<file path="src/rtl/mem_port_arbiter_pkg.sv">
// Shared definitions for the unified memory port arbiter: response-owner
// encoding, default starvation limit and the owner-update helper.
package mem_port_arbiter_pkg;

  typedef enum logic [1:0] {
    OWN_NONE  = 2'd0,
    OWN_INSTR = 2'd1,
    OWN_DATA  = 2'd2
  } owner_e;

  localparam int STARVE_MAX_DEF = 4;

  // A store completes at grant, so only a granted read claims next cycle's response.
  function automatic owner_e next_owner(input logic i_gnt, input logic d_gnt, input logic d_we);
    owner_e own;
    if (i_gnt) begin
      own = OWN_INSTR;
    end else if (d_gnt && !d_we) begin
      own = OWN_DATA;
    end else begin
      own = OWN_NONE;
    end
    return own;
  endfunction

endpackage

</file>
<file path="src/rtl/mem_port_starve_cnt.sv">
// Saturating fetch-starvation counter with clear; flags when fetch must win.
module mem_port_starve_cnt
  import mem_port_arbiter_pkg::*;
#(
  parameter int STARVE_MAX = STARVE_MAX_DEF
) (
  input  logic clk,
  input  logic rst,
  input  logic inc,
  input  logic clr,
  output logic at_limit
);

  localparam logic [3:0] LIMIT = 4'(STARVE_MAX);

  logic [3:0] cnt_r;

  // Count consecutive lost contention cycles, holding at the limit.
  always_ff @(posedge clk or posedge rst) begin
    if (rst) begin
      cnt_r <= 4'd0;
    end else if (clr) begin
      cnt_r <= 4'd0;
    end else if (inc && (cnt_r != LIMIT)) begin
      cnt_r <= cnt_r + 4'd1;
    end else begin
      cnt_r <= cnt_r;
    end
  end

  assign at_limit = (cnt_r == LIMIT);

endmodule

</file>
<file path="src/rtl/mem_port_arbiter.sv">
// Single-port memory arbiter between instruction fetch and load/store.
// Define MEM_PORT_ARB_RR_EN for round-robin contention instead of data priority.
module mem_port_arbiter
  import mem_port_arbiter_pkg::*;
#(
  parameter int AW         = 32,
  parameter int DW         = 32,
  parameter int STARVE_MAX = STARVE_MAX_DEF
) (
  input  logic            clk,
  input  logic            rst,
  input  logic            i_req,
  input  logic [AW-1:0]   i_addr,
  output logic            i_gnt,
  output logic            i_rvalid,
  output logic [DW-1:0]   i_rdata,
  input  logic            d_req,
  input  logic            d_we,
  input  logic [DW/8-1:0] d_be,
  input  logic [AW-1:0]   d_addr,
  input  logic [DW-1:0]   d_wdata,
  output logic            d_gnt,
  output logic            d_rvalid,
  output logic [DW-1:0]   d_rdata,
  output logic            m_req,
  output logic            m_we,
  output logic [DW/8-1:0] m_be,
  output logic [AW-1:0]   m_addr,
  output logic [DW-1:0]   m_wdata,
  input  logic [DW-1:0]   m_rdata
);

  localparam int BW = DW / 8;

  owner_e owner_r;
  logic   at_limit_s;
  logic   fetch_win_s;
  logic   i_gnt_s;
  logic   d_gnt_s;

`ifdef MEM_PORT_ARB_RR_EN
  logic rr_last_data_r;

  // Remember the last winner so contention alternates; reset favours fetch first.
  always_ff @(posedge clk or posedge rst) begin
    if (rst) begin
      rr_last_data_r <= 1'b1;
    end else if (i_gnt_s) begin
      rr_last_data_r <= 1'b0;
    end else if (d_gnt_s) begin
      rr_last_data_r <= 1'b1;
    end else begin
      rr_last_data_r <= rr_last_data_r;
    end
  end

  assign fetch_win_s = at_limit_s || rr_last_data_r;
`else
  assign fetch_win_s = at_limit_s;
`endif

  mem_port_starve_cnt #(
    .STARVE_MAX(STARVE_MAX)
  ) u_starve (
    .clk     (clk),
    .rst     (rst),
    .inc     (i_req && !i_gnt_s),
    .clr     (i_gnt_s || !i_req),
    .at_limit(at_limit_s)
  );

  // Grant decision: lone requester wins, contention goes to the policy.
  always_comb begin
    i_gnt_s = 1'b0;
    d_gnt_s = 1'b0;
    if (i_req && d_req) begin
      if (fetch_win_s) begin
        i_gnt_s = 1'b1;
      end else begin
        d_gnt_s = 1'b1;
      end
    end else if (i_req) begin
      i_gnt_s = 1'b1;
    end else if (d_req) begin
      d_gnt_s = 1'b1;
    end else begin
      i_gnt_s = 1'b0;
      d_gnt_s = 1'b0;
    end
  end

  assign i_gnt = i_gnt_s;
  assign d_gnt = d_gnt_s;

  // Memory strobe mirrors the granted request; idle port is fully zeroed.
  always_comb begin
    m_req   = 1'b0;
    m_we    = 1'b0;
    m_be    = {BW{1'b0}};
    m_addr  = {AW{1'b0}};
    m_wdata = {DW{1'b0}};
    if (i_gnt_s) begin
      m_req  = 1'b1;
      m_be   = {BW{1'b1}};
      m_addr = i_addr;
    end else if (d_gnt_s) begin
      m_req   = 1'b1;
      m_we    = d_we;
      m_be    = d_be;
      m_addr  = d_addr;
      m_wdata = d_wdata;
    end else begin
      m_req = 1'b0;
    end
  end

  // Track which requester owns the read data returning next cycle.
  always_ff @(posedge clk or posedge rst) begin
    if (rst) begin
      owner_r <= OWN_NONE;
    end else begin
      owner_r <= next_owner(i_gnt_s, d_gnt_s, d_we);
    end
  end

  // Steer returning read data to its owner only.
  always_comb begin
    i_rvalid = 1'b0;
    i_rdata  = {DW{1'b0}};
    d_rvalid = 1'b0;
    d_rdata  = {DW{1'b0}};
    case (owner_r)
      OWN_INSTR: begin
        i_rvalid = 1'b1;
        i_rdata  = m_rdata;
      end
      OWN_DATA: begin
        d_rvalid = 1'b1;
        d_rdata  = m_rdata;
      end
      default: begin
        i_rvalid = 1'b0;
        d_rvalid = 1'b0;
      end
    endcase
  end

endmodule

</file>
<file path="config.mk">
export PLATFORM = sky130hd
export DESIGN_NAME = mem_port_arbiter
export DESIGN_NICKNAME = d
export VERILOG_FILES = /design/src/rtl/mem_port_arbiter_pkg.sv /design/src/rtl/mem_port_starve_cnt.sv /design/src/rtl/mem_port_arbiter.sv
export SDC_FILE = /design/constraint.sdc
export NUM_CORES = 1
export LEC_CHECK = 0
export BUFFER_PORTS_ARGS = -buffer_cell sky130_fd_sc_hd__buf_2
export CAP_MARGIN = 20
export CELL_PAD_IN_SITES_DETAIL_PLACEMENT = 1
export CELL_PAD_IN_SITES_GLOBAL_PLACEMENT = 2
export CORE_MARGIN = 2
export CORE_UTILIZATION = 10
export CTS_CLUSTER_DIAMETER = 150
export DETAILED_ROUTE_END_ITERATION = 8
export PLACE_DENSITY = 0.87
export SYNTH_ARGS = -nofsm -noshare
export SYNTH_HDL_FRONTEND = slang
export SYNTH_HIERARCHICAL = 1
export SYNTH_SLANG_ARGS = --single-unit
export TNS_END_PERCENT = 5
</file>
<file path="constraint.sdc">
create_clock -name clk -period 2.12 [get_ports clk]
set_input_delay 0.106 -clock clk [delete_from_list [all_inputs] [get_ports clk]]
set_output_delay 0.106 -clock clk [all_outputs]
set_load 0.05 [all_outputs]
</file>
## After elaboration in Yosys (flattened, before gate mapping)

Cells that the tools add are included.
W data, S select, Z words.

- Add/sub/neg operators: 1
- Eq/ne operators: 4
- Muxes and demuxes: 25
- Reduce and logical (&&, ||, !) cells: 9

Operators by type and width:

| operator | count |
|---|---|
| $mux W32 | 6 |
| $mux W4 | 4 |
| $mux W1 | 13 |
| $add A4 B1 Y4 const B | 1 |
| $eq A4 B3 Y1 const B | 1 |
| $logic_and A1 B1 Y1 | 4 |
| $mux W2 | 2 |
| $ne A4 B3 Y1 const B | 1 |
| $logic_not A1 Y1 | 3 |
| $eq A2 B1 Y1 const B | 1 |
| $eq A2 B2 Y1 const B | 1 |
| $reduce_bool A2 Y1 | 1 |
| $logic_or A1 B1 Y1 | 1 |

- Register bits after elaboration: 6
- Bits of input ports: 137
- Output and inout port bits: 138
- Logic and storage cells: 41

## Longest topological paths before layout

- Word-level depth: 8
- Gate-level depth with buffers: 9
- Gate-level depth less buffers: 9

## Modules after synthesis

Netlist, hierarchy kept.

By module, submodules not included:

| module | instances | cells each | area an instance (µm²) | sequential area each (µm²) |
|---|---|---|---|---|
| mem_port_arbiter | 1 | 167 | 1223.7 | 50.0 |
| mem_port_starve_cnt | 1 | 25 | 237.7 | 100.1 |

## Worst setup path before layout

No wires, ideal clock.

- Kind: register to register
- Start: reg u_starve.cnt_r[0]
- End: reg owner_r[0]
- Setup time: 0.173 ns
- Arrival: 1.713 ns
- Required time: 1.947 ns
- Path slack: 0.234 ns
- Stages on the path, launching flop included: 9
- Buffers on the path: 2
- Period minus slack after synthesis: 1.886 ns
- Cell sequence: dfrtp_1 -> inv_1 -> ha_1 -> nand3b_4 -> inv_2 -> nand2b_1 -> buf_2 -> buf_6 -> and2_1

- Cells in the longest elaborated chain, start to end: 4

RTL lines:

| item | line | source |
|---|---|---|
| start: declaration | mem_port_starve_cnt.sv:16 | `logic [3:0] cnt_r;` |
| start signal: assignment | mem_port_starve_cnt.sv:25 | `cnt_r <= cnt_r + 4'd1;` |
| start signal: assignment | mem_port_starve_cnt.sv:27 | `cnt_r <= cnt_r;` |
| $eq A4 B3 Y1 | mem_port_starve_cnt.sv:31 | `assign at_limit = (cnt_r == LIMIT);` |
| net at_limit_s | mem_port_arbiter.sv:36 | `logic at_limit_s;` |
| $mux W1 | mem_port_arbiter.sv:77 | `if (fetch_win_s) begin` |
| $mux W1 | mem_port_arbiter.sv:76 | `if (i_req && d_req) begin` |
| net i_gnt | mem_port_arbiter.sv:14 | `output logic i_gnt,` |
| $mux W2 | mem_port_arbiter_pkg.sv:16 | `if (i_gnt) begin` |
| end signal: assignment | mem_port_arbiter.sv:122 | `owner_r <= next_owner(i_gnt_s, d_gnt_s, d_we);` |
| end: declaration | mem_port_arbiter.sv:35 | `owner_e owner_r;` |

The timed path passes the listed nets, and every way through them passes these cells.
A chain may end at the register's enable or synchronous reset.

## Worst setup path in the final report

- Start: reg u_starve.cnt_r[0]
- End: out m_addr[27]

- Cells in the longest elaborated chain, start to end: 5
- Elaborated cells between the ends (all ways): 7
- Those cells by class: 1 x eq/ne; 6 x mux

RTL lines:

| item | line | source |
|---|---|---|
| $eq A4 B3 Y1 * | mem_port_starve_cnt.sv:31 |  |
| net at_limit_s | mem_port_arbiter.sv:36 |  |
| $mux W1 | mem_port_arbiter.sv:77 |  |
| $mux W1 | mem_port_arbiter.sv:76 |  |
| $mux W32 | mem_port_arbiter.sv:106 | `end else if (d_gnt_s) begin` |
| $mux W32 * | mem_port_arbiter.sv:102 | `if (i_gnt_s) begin` |
| end: declaration | mem_port_arbiter.sv:28 | `output logic [AW-1:0] m_addr,` |

Mark *: on every way through the listed nets, which the timed path passes. The rest lies on a longest branch.

==> metrics.md <==
| Metric | Value |
|---|---|
| Outcome | `completed` |
| Post-place instance area | `0.003054 sq mm` |
| Pint | `between 0.7 and 0.8 mW` |
| Vias in the first global route | `2364` |
| Final antenna-violating net count | `0` |
| Flop pwr share | `between 8 and 9%` |
| Clock sinks | `6` |
| First-pass GRT wire length | `approximately 12000 um` |
| Crit path max fanout | `33` |
| Die X-Extent | `between 100 and 150 um` |
| IO Count | `approximately 280` |
| Die height | `between 100 and 150 um` |
| Placer congestion estimate | `between 0.7 and 0.8` |
| Synth Area per Inst | `about 7.6 sq um` |
| Worst-path clk slew | `0.03 ns` |
| Cells after Synth | `about 190` |
| Net Count, Synth | `about 330` |
| CTS tree | `done` |
| Commonest non-fill, non-tap cell in the layout | `buf_2` |
| Startpoint Class | `register` |
| Leakage | `1.905 nW` |
| Starting Density | `about a tenth` |
| Hold Vio Cnt, Final | `0` |
| Initial DRC Count | `63` |
| NumNets Final | `~600` |
| Fin worst setup slack | `0.05009 ns` |
| Post-layout min period | `slightly above 2 ns` |
| Most frequent cells in the layout | `buf_2, and2_1, a32o_1, buf_4, clkbuf_4` |
| Layout cell share with drive strength beyond 1 | `64.47%` |
| Crit path from | `u_starve/cnt_r[0]` |
| Hpwl dp | `between 6000 and 7000 um` |
| Synth cell types | `24` |
| Post-synth top area share | `42.38%` |
| Die Footprint | `between 0.015 and 0.02 sq mm` |
| Fin area | `0.003374 sq mm` |
| Initial antenna violation count | `1` |
| CORE AREA | `0.01442 sq mm` |
| Max Slew Vio Count | `0` |
| Worst r2r src | `u_starve/cnt_r[0]` |
| Layout Skew | `around 0.0015 ns` |
| Register area | `between 150 and 200 sq um` |
| Rows | `44` |
| Cts bufs inserted | `3` |
| DRC | `0` |
| WL/cell | `around 13 um` |
| Port Buffers | `around 270` |
| Final setup vio count | `0` |
| Final core utilization | `23.40%` |
| Clock Tree Root | `clkbuf_16` |
| Final period util | `between 90 and 100%` |
| Dominant cell type by area after synthesis | `and2_1` |
| Peak VDD IR | `about 0.22 mV` |
| Routed vias | `about 2500` |
| Layout Cells excl Fill | `around 640` |
| Total Wirelength | `approximately 8500 um` |
| Synth area leaders | `and2_1, a32o_1, dfrtp_1, buf_6, clkbuf_1` |
| NetSw | `approximately 0.75 mW` |
| Worst EP arrival | `roughly 2 ns` |
| Critical path data required time | `2.01 ns` |
| Slew headroom | `between 70 and 80%` |
| YS warnings | `6` |
| Worst-Margin Slew | `approximately 0.34 ns` |
| TritonRoute pass-1 iters | `4` |
| Fmax | `483.1 MHz` |
| Cell Area, Synth | `0.001461 sq mm` |
| Area growth, synth to finish | `130.9%` |
| Largest net degree at the start of global routing | `68` |
| P per Cell Area | `about 430 mW/mm^2` |
| HP Start | `d_we` |
| Critical path capture point type | `output port` |
| Placed cell count | `634` |
| Skew-Pair Late Insertion Delay | `between 0.2 and 0.25 ns` |
| WS Path Type | `reg2out` |
| Aggregate global routing overflow | `0` |
| Worst hold path type | `in2reg` |
| Design Power | `approximately 1.5 mW` |
| H-tree levels | `1` |
| Clock power share | `21.1%` |
| Post-place setup slack | `between 0.1 and 0.15 ns` |
| Hold slack | `0.1682 ns` |
| Post-synthesis sequential area ratio | `about a tenth` |
| Fill cells | `between 1500 and 2000` |
| Multi-input logic area | `between 0.001 and 0.0015 sq mm` |
| Seq cells post-synth | `6` |
| Logic pwr share | `a little over two thirds` |
| Setup tns final | `0 ns` |
| RSZ-0062 raised after global routing | `yes` |
| Sw Ratio | `51.50%` |
| Total GRT Usage | `9.456%` |
| Clock Tree Buf Depth | `2` |
| Drt via density | `about 3.9` |
| Total of max-cap violations | `0` |
-- cell usage after synthesis --
library cell and number:
nand4_1 1, nand3_1 3, and2_1 99, dfrtp_1 6, buf_2 2, nand2_1 2
nor3_1 1, a21o_2 2, ha_1 2, or3_1 1, nor2b_1 3, nand3b_4 1
inv_1 4, a22o_1 4, nand2b_1 1, a32o_1 32, clkbuf_1 12, a21oi_1 4
or2_2 1, nor2_1 1, and2b_1 1, a21boi_4 1, inv_2 1, buf_6 7
-- final timing paths --
kind / end / slack [ns] / cells after the start
hold / removal: owner_r[1] / 0.17 / 2
hold reg to reg: u_starve/cnt_r[3] / 0.56 / 2
setup reg to reg: u_starve/cnt_r[3] / 0.20 / 9
min in group asynchronous: owner_r[1] / 0.31 / 3
max in group asynchronous: u_starve/cnt_r[0] / 1.61 / 3
setup / recovery: m_addr[27] / 0.05 / 8
-- critical path, cell delays in order, from the launching register on --
cell	delay, ns
dfrtp_1	0.37
inv_1	0.08
ha_1	0.23
nand3b_4	0.10
inv_2	0.08
a21boi_4	0.22
clkbuf_16	0.26
a32o_1	0.23
buf_12	0.16
-- per-layer routing --
layer	vias to the layer above	routed length (um)	track usage, %
met5	-	0	0
met4	0	152	3.856
met2	172	4554	17.65
met3	8	938	3.093
li1	1201	-	-
met1	1121	2872	9.662
-- layout make-up --
type	count	area share, %
multi-input combinational	160	34.71
timing repair buffer	282	51.17
tap	184	6.822
inverter	5	0.5562
antenna	1	0.07416
sequential	6	4.449
clock buffer	3	2.225
-- power groups by stage --
stage          Sequential [mW]  Combinational (mW)  Clock (mW)
6_report                 0.120                1.03       0.307
5_1_grt                  0.120                1.08       0.320
4_1_cts                  0.120               0.969       0.313
3_5_place_dp             0.121               0.961           0
3_3_place_gp             0.121               0.957           0
2_1_floorplan            0.120               0.664           0
-- state kept, by name, indices dropped and copies added (netlist names) --
signal	cells
u_starve/cnt_r	4
owner_r	2
-- timing repair --
item	in CTS	in global routing
hold buffers	1	0
resized for setup	5	89
pin swaps	0	0
endpoints found under the hold margin	6	0
gates cloned	0	2
setup endpoints to repair	5	71
setup buffers	0	0
-- cells by family after synthesis --
family          count (synthesis)  share of synthesized area, %
compound gates                 43                         28.17
fa+ha+maj                       2                         1.712
buf+inv                        26                         10.44
flops                           6                         10.27
simple gates                  115                         49.40
Note: power is estimated with default switching activity, not from simulation.
